[src/rtl/mips_pkg.sv]
// Shared definitions for the instruction-fetch front end.
//   INSTR_W / ADDR_W : default instruction and address widths
//   NOP              : all-zero instruction encoding
//   fetch_state_e    : prefetch request FSM states
package mips_pkg;
  localparam int unsigned INSTR_W = 32;
  localparam int unsigned ADDR_W  = 32;
  localparam logic [INSTR_W-1:0] NOP = 32'h0000_0000;

  typedef enum logic [1:0] {
    IDLE,
    REQ,
    DRAIN
  } fetch_state_e;
endpackage

[src/rtl/ifetch_prefetch_buffer_if.sv]
// Bus bundle for the prefetch buffer.
//   ROM side    : o_mem_req/o_mem_addr out, i_mem_ack/i_mem_rdata in
//   Execute side: i_redirect/i_redirect_pc in
//   Decode side : o_valid/o_instr/o_pc out, i_ready in
// master = prefetch buffer, slave = its environment (ROM, execute, decode).
interface ifetch_prefetch_buffer_if #(
  parameter int unsigned ADDR_W = 32,
  parameter int unsigned DATA_W = 32
);
  logic              o_mem_req;
  logic [ADDR_W-1:0] o_mem_addr;
  logic              i_mem_ack;
  logic [DATA_W-1:0] i_mem_rdata;
  logic              i_redirect;
  logic [ADDR_W-1:0] i_redirect_pc;
  logic              o_valid;
  logic [DATA_W-1:0] o_instr;
  logic [ADDR_W-1:0] o_pc;
  logic              i_ready;

  modport master (
    output o_mem_req, o_mem_addr,
    input  i_mem_ack, i_mem_rdata,
    input  i_redirect, i_redirect_pc,
    output o_valid, o_instr, o_pc,
    input  i_ready
  );

  modport slave (
    input  o_mem_req, o_mem_addr,
    output i_mem_ack, i_mem_rdata,
    output i_redirect, i_redirect_pc,
    input  o_valid, o_instr, o_pc,
    output i_ready
  );
endinterface

[src/rtl/sync_fifo.sv]
// Generic synchronous FIFO, DEPTH x WIDTH, DEPTH a power of two >= 2.
//   clk, rst_n : clock, asynchronous active-low reset (storage cleared to 0)
//   push/din   : write din when not full
//   pop/dout   : dout is the head entry; pop removes it when not empty
//   flush      : empties the FIFO; wins over push and pop
//   full, empty, count : occupancy
module sync_fifo #(
  parameter int unsigned DEPTH = 4,
  parameter int unsigned WIDTH = 64
) (
  input  logic                     clk,
  input  logic                     rst_n,
  input  logic                     push,
  input  logic                     pop,
  input  logic                     flush,
  input  logic [WIDTH-1:0]         din,
  output logic [WIDTH-1:0]         dout,
  output logic                     full,
  output logic                     empty,
  output logic [$clog2(DEPTH):0]   count
);
  localparam int unsigned PW = $clog2(DEPTH);
  localparam int unsigned CW = PW + 1;

  logic [WIDTH-1:0] mem [DEPTH];
  logic [PW-1:0]    rd_ptr;
  logic [PW-1:0]    wr_ptr;
  logic             do_push;
  logic             do_pop;

  assign do_push = push && !full;
  assign do_pop  = pop && !empty;
  assign full    = (count == CW'(DEPTH));
  assign empty   = (count == '0);
  assign dout    = mem[rd_ptr];

  always_ff @(posedge clk or negedge rst_n) begin
    if (!rst_n) begin
      rd_ptr <= '0;
      wr_ptr <= '0;
      count  <= '0;
      for (int unsigned i = 0; i < DEPTH; i++) mem[i] <= '0;
    end else if (flush) begin
      rd_ptr <= '0;
      wr_ptr <= '0;
      count  <= '0;
    end else begin
      if (do_push) begin
        mem[wr_ptr] <= din;
        wr_ptr      <= wr_ptr + 1'b1;
      end
      if (do_pop) rd_ptr <= rd_ptr + 1'b1;
      count <= count + CW'(do_push) - CW'(do_pop);
    end
  end
endmodule

[src/rtl/ifetch_prefetch_buffer.sv]
// Instruction prefetch buffer between instruction ROM and decode.
//   i_clk, i_rst_n : clock, asynchronous active-low reset
//   bus (master)   : ROM req/ack handshake, execute redirect, decode valid/ready
// Fetches sequentially from fetch_pc, queues {pc, instr} in a DEPTH-entry
// FIFO, and flushes everything on a redirect. A request is only issued when
// the FIFO can absorb its data, so an ack is always pushable.
module ifetch_prefetch_buffer #(
  parameter int unsigned       DEPTH    = 4,
  parameter int unsigned       ADDR_W   = mips_pkg::ADDR_W,
  parameter int unsigned       DATA_W   = mips_pkg::INSTR_W,
  parameter logic [ADDR_W-1:0] RESET_PC = '0
) (
  input logic                      i_clk,
  input logic                      i_rst_n,
  ifetch_prefetch_buffer_if.master bus
);
  import mips_pkg::*;

  localparam int unsigned CW = $clog2(DEPTH) + 1;

  fetch_state_e              state, state_nx;
  logic [ADDR_W-1:0]         fetch_pc, fetch_pc_nx;
  logic [ADDR_W-1:0]         pend_pc, pend_pc_nx;
  logic [ADDR_W-1:0]         redir_pc;
  logic [CW-1:0]             count;
  logic                      full;
  logic                      empty;
  logic                      push;
  logic                      pop;
  logic                      room_after_push;
  logic [ADDR_W+DATA_W-1:0]  head;

  assign redir_pc = {bus.i_redirect_pc[ADDR_W-1:2], 2'b00};
  assign pop      = bus.o_valid && bus.i_ready && !bus.i_redirect;
  assign push     = (state == REQ) && bus.i_mem_ack && !bus.i_redirect;
  // count + 1 - pop < DEPTH, without the arithmetic
  assign room_after_push = pop || (count < CW'(DEPTH - 1));

  always_comb begin
    state_nx    = state;
    fetch_pc_nx = fetch_pc;
    pend_pc_nx  = pend_pc;
    unique case (state)
      IDLE: begin
        if (bus.i_redirect) fetch_pc_nx = redir_pc;
        else if (!full)     state_nx    = REQ;
      end
      REQ: begin
        if (bus.i_mem_ack) begin
          if (bus.i_redirect) begin
            fetch_pc_nx = redir_pc;
          end else begin
            fetch_pc_nx = fetch_pc + ADDR_W'(4);
            if (!room_after_push) state_nx = IDLE;
          end
        end else if (bus.i_redirect) begin
          // keep the outstanding address on the bus; park the target
          pend_pc_nx = redir_pc;
          state_nx   = DRAIN;
        end
      end
      DRAIN: begin
        if (bus.i_redirect) pend_pc_nx = redir_pc;
        if (bus.i_mem_ack) begin
          fetch_pc_nx = bus.i_redirect ? redir_pc : pend_pc;
          state_nx    = REQ;
        end
      end
      default: state_nx = IDLE;
    endcase
  end

  always_ff @(posedge i_clk or negedge i_rst_n) begin
    if (!i_rst_n) begin
      state    <= IDLE;
      fetch_pc <= RESET_PC;
      pend_pc  <= RESET_PC;
    end else begin
      state    <= state_nx;
      fetch_pc <= fetch_pc_nx;
      pend_pc  <= pend_pc_nx;
    end
  end

  sync_fifo #(
    .DEPTH (DEPTH),
    .WIDTH (ADDR_W + DATA_W)
  ) u_fifo (
    .clk   (i_clk),
    .rst_n (i_rst_n),
    .push  (push),
    .pop   (pop),
    .flush (bus.i_redirect),
    .din   ({fetch_pc, bus.i_mem_rdata}),
    .dout  (head),
    .full  (full),
    .empty (empty),
    .count (count)
  );

  assign bus.o_mem_req  = (state != IDLE);
  assign bus.o_mem_addr = fetch_pc;
  assign bus.o_valid    = !empty;
  assign {bus.o_pc, bus.o_instr} = head;
endmodule

[src/flat_wrapper.sv]
// flat-port wrapper written by rule: the top's interface ports become plain ports
module ifetch_prefetch_buffer_flat import mips_pkg::*;
#(
  parameter int unsigned       DEPTH    = 4,
  parameter int unsigned       ADDR_W   = mips_pkg::ADDR_W,
  parameter int unsigned       DATA_W   = mips_pkg::INSTR_W,
  parameter logic [ADDR_W-1:0] RESET_PC = '0
)
  (i_clk, i_rst_n, bus_o_mem_req, bus_o_mem_addr, bus_i_mem_ack, bus_i_mem_rdata, bus_i_redirect, bus_i_redirect_pc, bus_o_valid, bus_o_instr, bus_o_pc, bus_i_ready);
  ifetch_prefetch_buffer_if #(.ADDR_W(ADDR_W), .DATA_W(DATA_W)) bus_i ();
  input logic i_clk;
  input logic i_rst_n;
  output wire logic [$bits(bus_i.o_mem_req)-1:0] bus_o_mem_req;
  output wire logic [$bits(bus_i.o_mem_addr)-1:0] bus_o_mem_addr;
  input wire logic [$bits(bus_i.i_mem_ack)-1:0] bus_i_mem_ack;
  input wire logic [$bits(bus_i.i_mem_rdata)-1:0] bus_i_mem_rdata;
  input wire logic [$bits(bus_i.i_redirect)-1:0] bus_i_redirect;
  input wire logic [$bits(bus_i.i_redirect_pc)-1:0] bus_i_redirect_pc;
  output wire logic [$bits(bus_i.o_valid)-1:0] bus_o_valid;
  output wire logic [$bits(bus_i.o_instr)-1:0] bus_o_instr;
  output wire logic [$bits(bus_i.o_pc)-1:0] bus_o_pc;
  input wire logic [$bits(bus_i.i_ready)-1:0] bus_i_ready;
  assign bus_o_mem_req = bus_i.o_mem_req;
  assign bus_o_mem_addr = bus_i.o_mem_addr;
  assign bus_i.i_mem_ack = bus_i_mem_ack;
  assign bus_i.i_mem_rdata = bus_i_mem_rdata;
  assign bus_i.i_redirect = bus_i_redirect;
  assign bus_i.i_redirect_pc = bus_i_redirect_pc;
  assign bus_o_valid = bus_i.o_valid;
  assign bus_o_instr = bus_i.o_instr;
  assign bus_o_pc = bus_i.o_pc;
  assign bus_i.i_ready = bus_i_ready;
  ifetch_prefetch_buffer #(.DEPTH(DEPTH), .ADDR_W(ADDR_W), .DATA_W(DATA_W), .RESET_PC(RESET_PC)) u_core (.i_clk(i_clk), .i_rst_n(i_rst_n), .bus(bus_i));
endmodule
[config.mk]
export PLATFORM = sky130hd
export DESIGN_NAME = ifetch_prefetch_buffer_flat
export DESIGN_NICKNAME = d
export VERILOG_FILES = /design/src/rtl/mips_pkg.sv /design/src/rtl/ifetch_prefetch_buffer_if.sv /design/src/rtl/sync_fifo.sv /design/src/rtl/ifetch_prefetch_buffer.sv /design/src/flat_wrapper.sv
export SDC_FILE = /design/constraint.sdc
export NUM_CORES = 1
export LEC_CHECK = 0
export CAP_MARGIN = 5
export CORE_MARGIN = 4
export CORE_UTILIZATION = 62
export DETAILED_ROUTE_END_ITERATION = 12
export PLACE_DENSITY = 0.86
export SETUP_SLACK_MARGIN = 0.3
export SYNTH_ARGS = -nofsm -noshare
export SYNTH_HDL_FRONTEND = slang
export SYNTH_HIERARCHICAL = 1
export SYNTH_SLANG_ARGS = --single-unit
[constraint.sdc]
create_clock -name i_clk -period 5.07 [get_ports i_clk]
set_input_delay 1.014 -clock i_clk [delete_from_list [all_inputs] [get_ports i_clk]]
set_output_delay 1.014 -clock i_clk [all_outputs]
set_load 0.01 [all_outputs]
==> impl_metrics.env <==
export IMPL_vias_per_cell=6.462
export IMPL_layout_drive_gt1_share_pct=33.85
export IMPL_grt_pass1_wl_um=61970
export IMPL_slowest_delay_ps=1180
export IMPL_power_density_nw_per_um2=552.8
export IMPL_clock_latency_ps=510
export IMPL_cts_hold_buffers=0
export IMPL_synth_top_area_share_pct=50.80
export IMPL_min_period_ps=4178
export IMPL_top_layer="met4"
export IMPL_htreeDepth=2
export IMPL_rows=58
export IMPL_synth_commonest_cells="dfrtp_1, mux2_2, mux2_4"
export IMPL_numCtsBuffers=36
export IMPL_ys_flop_type="dfrtp_1"
export IMPL_synth_top_family_by_area="multiplexers"
export IMPL_syn_num_nets=1200
export IMPL_setup_ws_ps=892.1
export IMPL_synthAdderAreaFrac_pct=1.050
export IMPL_avgSynthCellArea_um2=14.50
export IMPL_maxCapViolCount=0
export IMPL_post_cts_resized=0
export IMPL_relSlewSlack_pct=18.04
export IMPL_track_usage_pct=26.92
export IMPL_grt_max_degree=112
export IMPL_place_ws_ps=818.2
export IMPL_diodes=0
export IMPL_synthSimpleGateAreaFrac_pct=5.936
export IMPL_cp_required_ps=4060
export IMPL_max_freq_mhz=239.4
export IMPL_synth_top_cell_by_area="dfrtp_1"
export IMPL_critPathCaptureType="output port"
export IMPL_yosysWarnings=6
export IMPL_cts_setup_buffers=0
export IMPL_crit_type="flip-flop to output port"
export IMPL_worst_pin_slew_ps=1229
export IMPL_start_kind="flip-flop"
export IMPL_outcome="finished, final reports clean"
export IMPL_fin_tns_setup_ps=0
export IMPL_drc=0
export IMPL_power_leakage_nw=8.436
export IMPL_grt_overflow=0
export IMPL_grt_pass1_vias=11330
export IMPL_finalPower_mw=10.60
export IMPL_dieArea_um2=28790
export IMPL_drt_pass1_iterations=5
export IMPL_synth_xor_area_share_pct=0.5404
export IMPL_path_buf_inv=2
export IMPL_die_x_um=169.7
export IMPL_finalCritPeriodShare_pct=82.40
export IMPL_fin_nets=1346
export IMPL_clkSinkCount=329
export IMPL_drt_total_wl_um=38260
export IMPL_synthMuxAreaShare_pct=31.99
export IMPL_synth_compound_area_share_pct=5.983
export IMPL_cts_tree="done"
export IMPL_synth_seq_cells=329
export IMPL_core_area_um2=25470
export IMPL_clock_root_buffer="clkbuf_16"
export IMPL_start_util_pct=63.63
export IMPL_cp_slowest_cell="dfrtp_2"
export IMPL_timing_final_hold_violations=0
export IMPL_max_vdd_ir_drop_uv=415.4
export IMPL_crit_chain="buf_4, mux4_2, clkdlybuf4s50_1"
export IMPL_ys_types=70
export IMPL_clk_path_buf_depth=3
export IMPL_postRouteAntennaNets=0
export IMPL_gp_congestion=0.8315
export IMPL_hpwl_um=23310
export IMPL_synth_most_common_cell="dfrtp_1"
export IMPL_worstPathArrival_ps=3160
export IMPL_antenna_found_initial=0
export IMPL_final_core_util_pct=75.28
export IMPL_synth_yosys_seq_area_share_pct=50.80
export IMPL_final_instance_count_excl_fill=1618
export IMPL_yosys_top_cells_area="dfrtp_1, mux2_4, mux2_2"
export IMPL_met2_length_um=18850
export IMPL_synth_edf_count=0
export IMPL_area_growth_pct=18.30
export IMPL_setup_viol=0
export IMPL_critPathMaxFanout=44
export IMPL_port_buffers=164
export IMPL_wl_met1_um=15590
export IMPL_die_y_um=169.7
export IMPL_syn_cell_area_um2=16210
export IMPL_syn_inst=1118
export IMPL_wl_per_cell_um=23.65
export IMPL_drv_slew=0
export IMPL_cpLargestDelayFamily="flip-flops"
export IMPL_rsz0062_at_grt="false"
export IMPL_skew_ps=11.67
export IMPL_dr_total_vias=10460
export IMPL_synthArstFlopShare_pct=100.0
export IMPL_hold_class="flip-flop to flip-flop"
export IMPL_routed_wl_met3_um=2811
export IMPL_path_clk_slew_ps=60
export IMPL_dp_cells=1556
export IMPL_drtIter0Drc=958
export IMPL_ios=167
-- final timing paths --
kind	start	to	slack [ps]	cells past startpoint
max	u_core/u_fifo/rd_ptr[1]	bus_o_instr[2]	890	3
min	u_core/u_fifo/mem[18]	u_core/u_fifo/mem[18]	490	1
max reg2reg	u_core/state[1]	u_core/u_fifo/mem[42]	1830	7
min reg2reg	u_core/u_fifo/mem[18]	u_core/u_fifo/mem[18]	490	1
max in group asynchronous	i_rst_n	u_core/state[1]	3430	2
min in group asynchronous	i_rst_n	u_core/u_fifo/mem[145]	530	1
-- metal layers --
| metal | vias up | global-route usage, % |
|---|---|---|
| li1 | 4476 | - |
| met3 | 82 | 4.962 |
| met1 | 5427 | 37.37 |
| met4 | 0 | 8.365 |
| met5 | - | 0 |
| met2 | 471 | 43.90 |
-- state kept, by name, indices dropped and copies added (netlist names) --
signal and count:
u_core/u_fifo/wr_ptr 2, u_core/bus.o_mem_addr 32, u_core/u_fifo/rd_ptr 2, u_core/u_fifo/count 3, u_core/state 2, u_core/pend_pc 32, u_core/u_fifo/mem 256
-- cell usage in the layout (no fill, tap or decap), drive strengths merged, types with 4 or more instances in the layout --
master / synthesis / routed
dfrtp: 329 / 329
nor2b: 8 / 8
a22o: 9 / 9
nand3: 8 / 8
bufinv: 0 / 4
o2bb2ai: 5 / 5
nor4b: 4 / 4
nor2: 43 / 43
buf: 45 / 21
nand4: 16 / 16
ha: 12 / 12
o211ai: 8 / 8
o31ai: 4 / 4
clkdlybuf4s50: 0 / 163
clkbuf: 31 / 48
and3: 6 / 6
a21oi: 13 / 13
nand2: 38 / 38
and4: 7 / 7
mux4: 64 / 64
or3: 9 / 9
a22oi: 9 / 9
nor3: 19 / 19
xnor2: 5 / 5
clkinv: 1 / 8
inv: 17 / 17
o21ai: 45 / 45
mux2i: 5 / 5
xor2: 5 / 5
a31oi: 4 / 4
a221oi: 14 / 14
mux2: 288 / 288
-- stage by stage --
stage	instance area [um2]	hold slack [ps]
global placement	17960	462.7
detailed placement	17960	476.0
floorplan	16210	452.4
CTS	19170	491.1
global route	19170	510.8
finish	19170	490.5
-- cells by family (layout without fill, tap and decap cells) --
kind of cell,after synthesis,count (layout)
xor gates and xnor gates,10,10
and+or+nand+nor,174,174
AOI/OAI and AO/OA,141,141
buffers and inverters,94,264
DFF,329,329
adders and majority gates,13,13
muxes,357,357
-- report_power, final --
| part | switching (mW) | internal, mW |
|---|---|---|
| registers | 0.715 | 3.32 |
| clock network | 1.03 | 1.63 |
| logic | 1.74 | 2.16 |
-- layout make-up --
cell class / count / area [um2]
clock inverters: 14 / 185.2
inverters: 18 / 67.56
fillers: 1521 / 6297
clock buffers: 48 / 1027
flip-flops and latches: 329 / 8238
multi-input cells: 695 / 7397
repair buffers: 184 / 1847
well taps: 330 / 412.9
(Power assumes the default switching activity.)
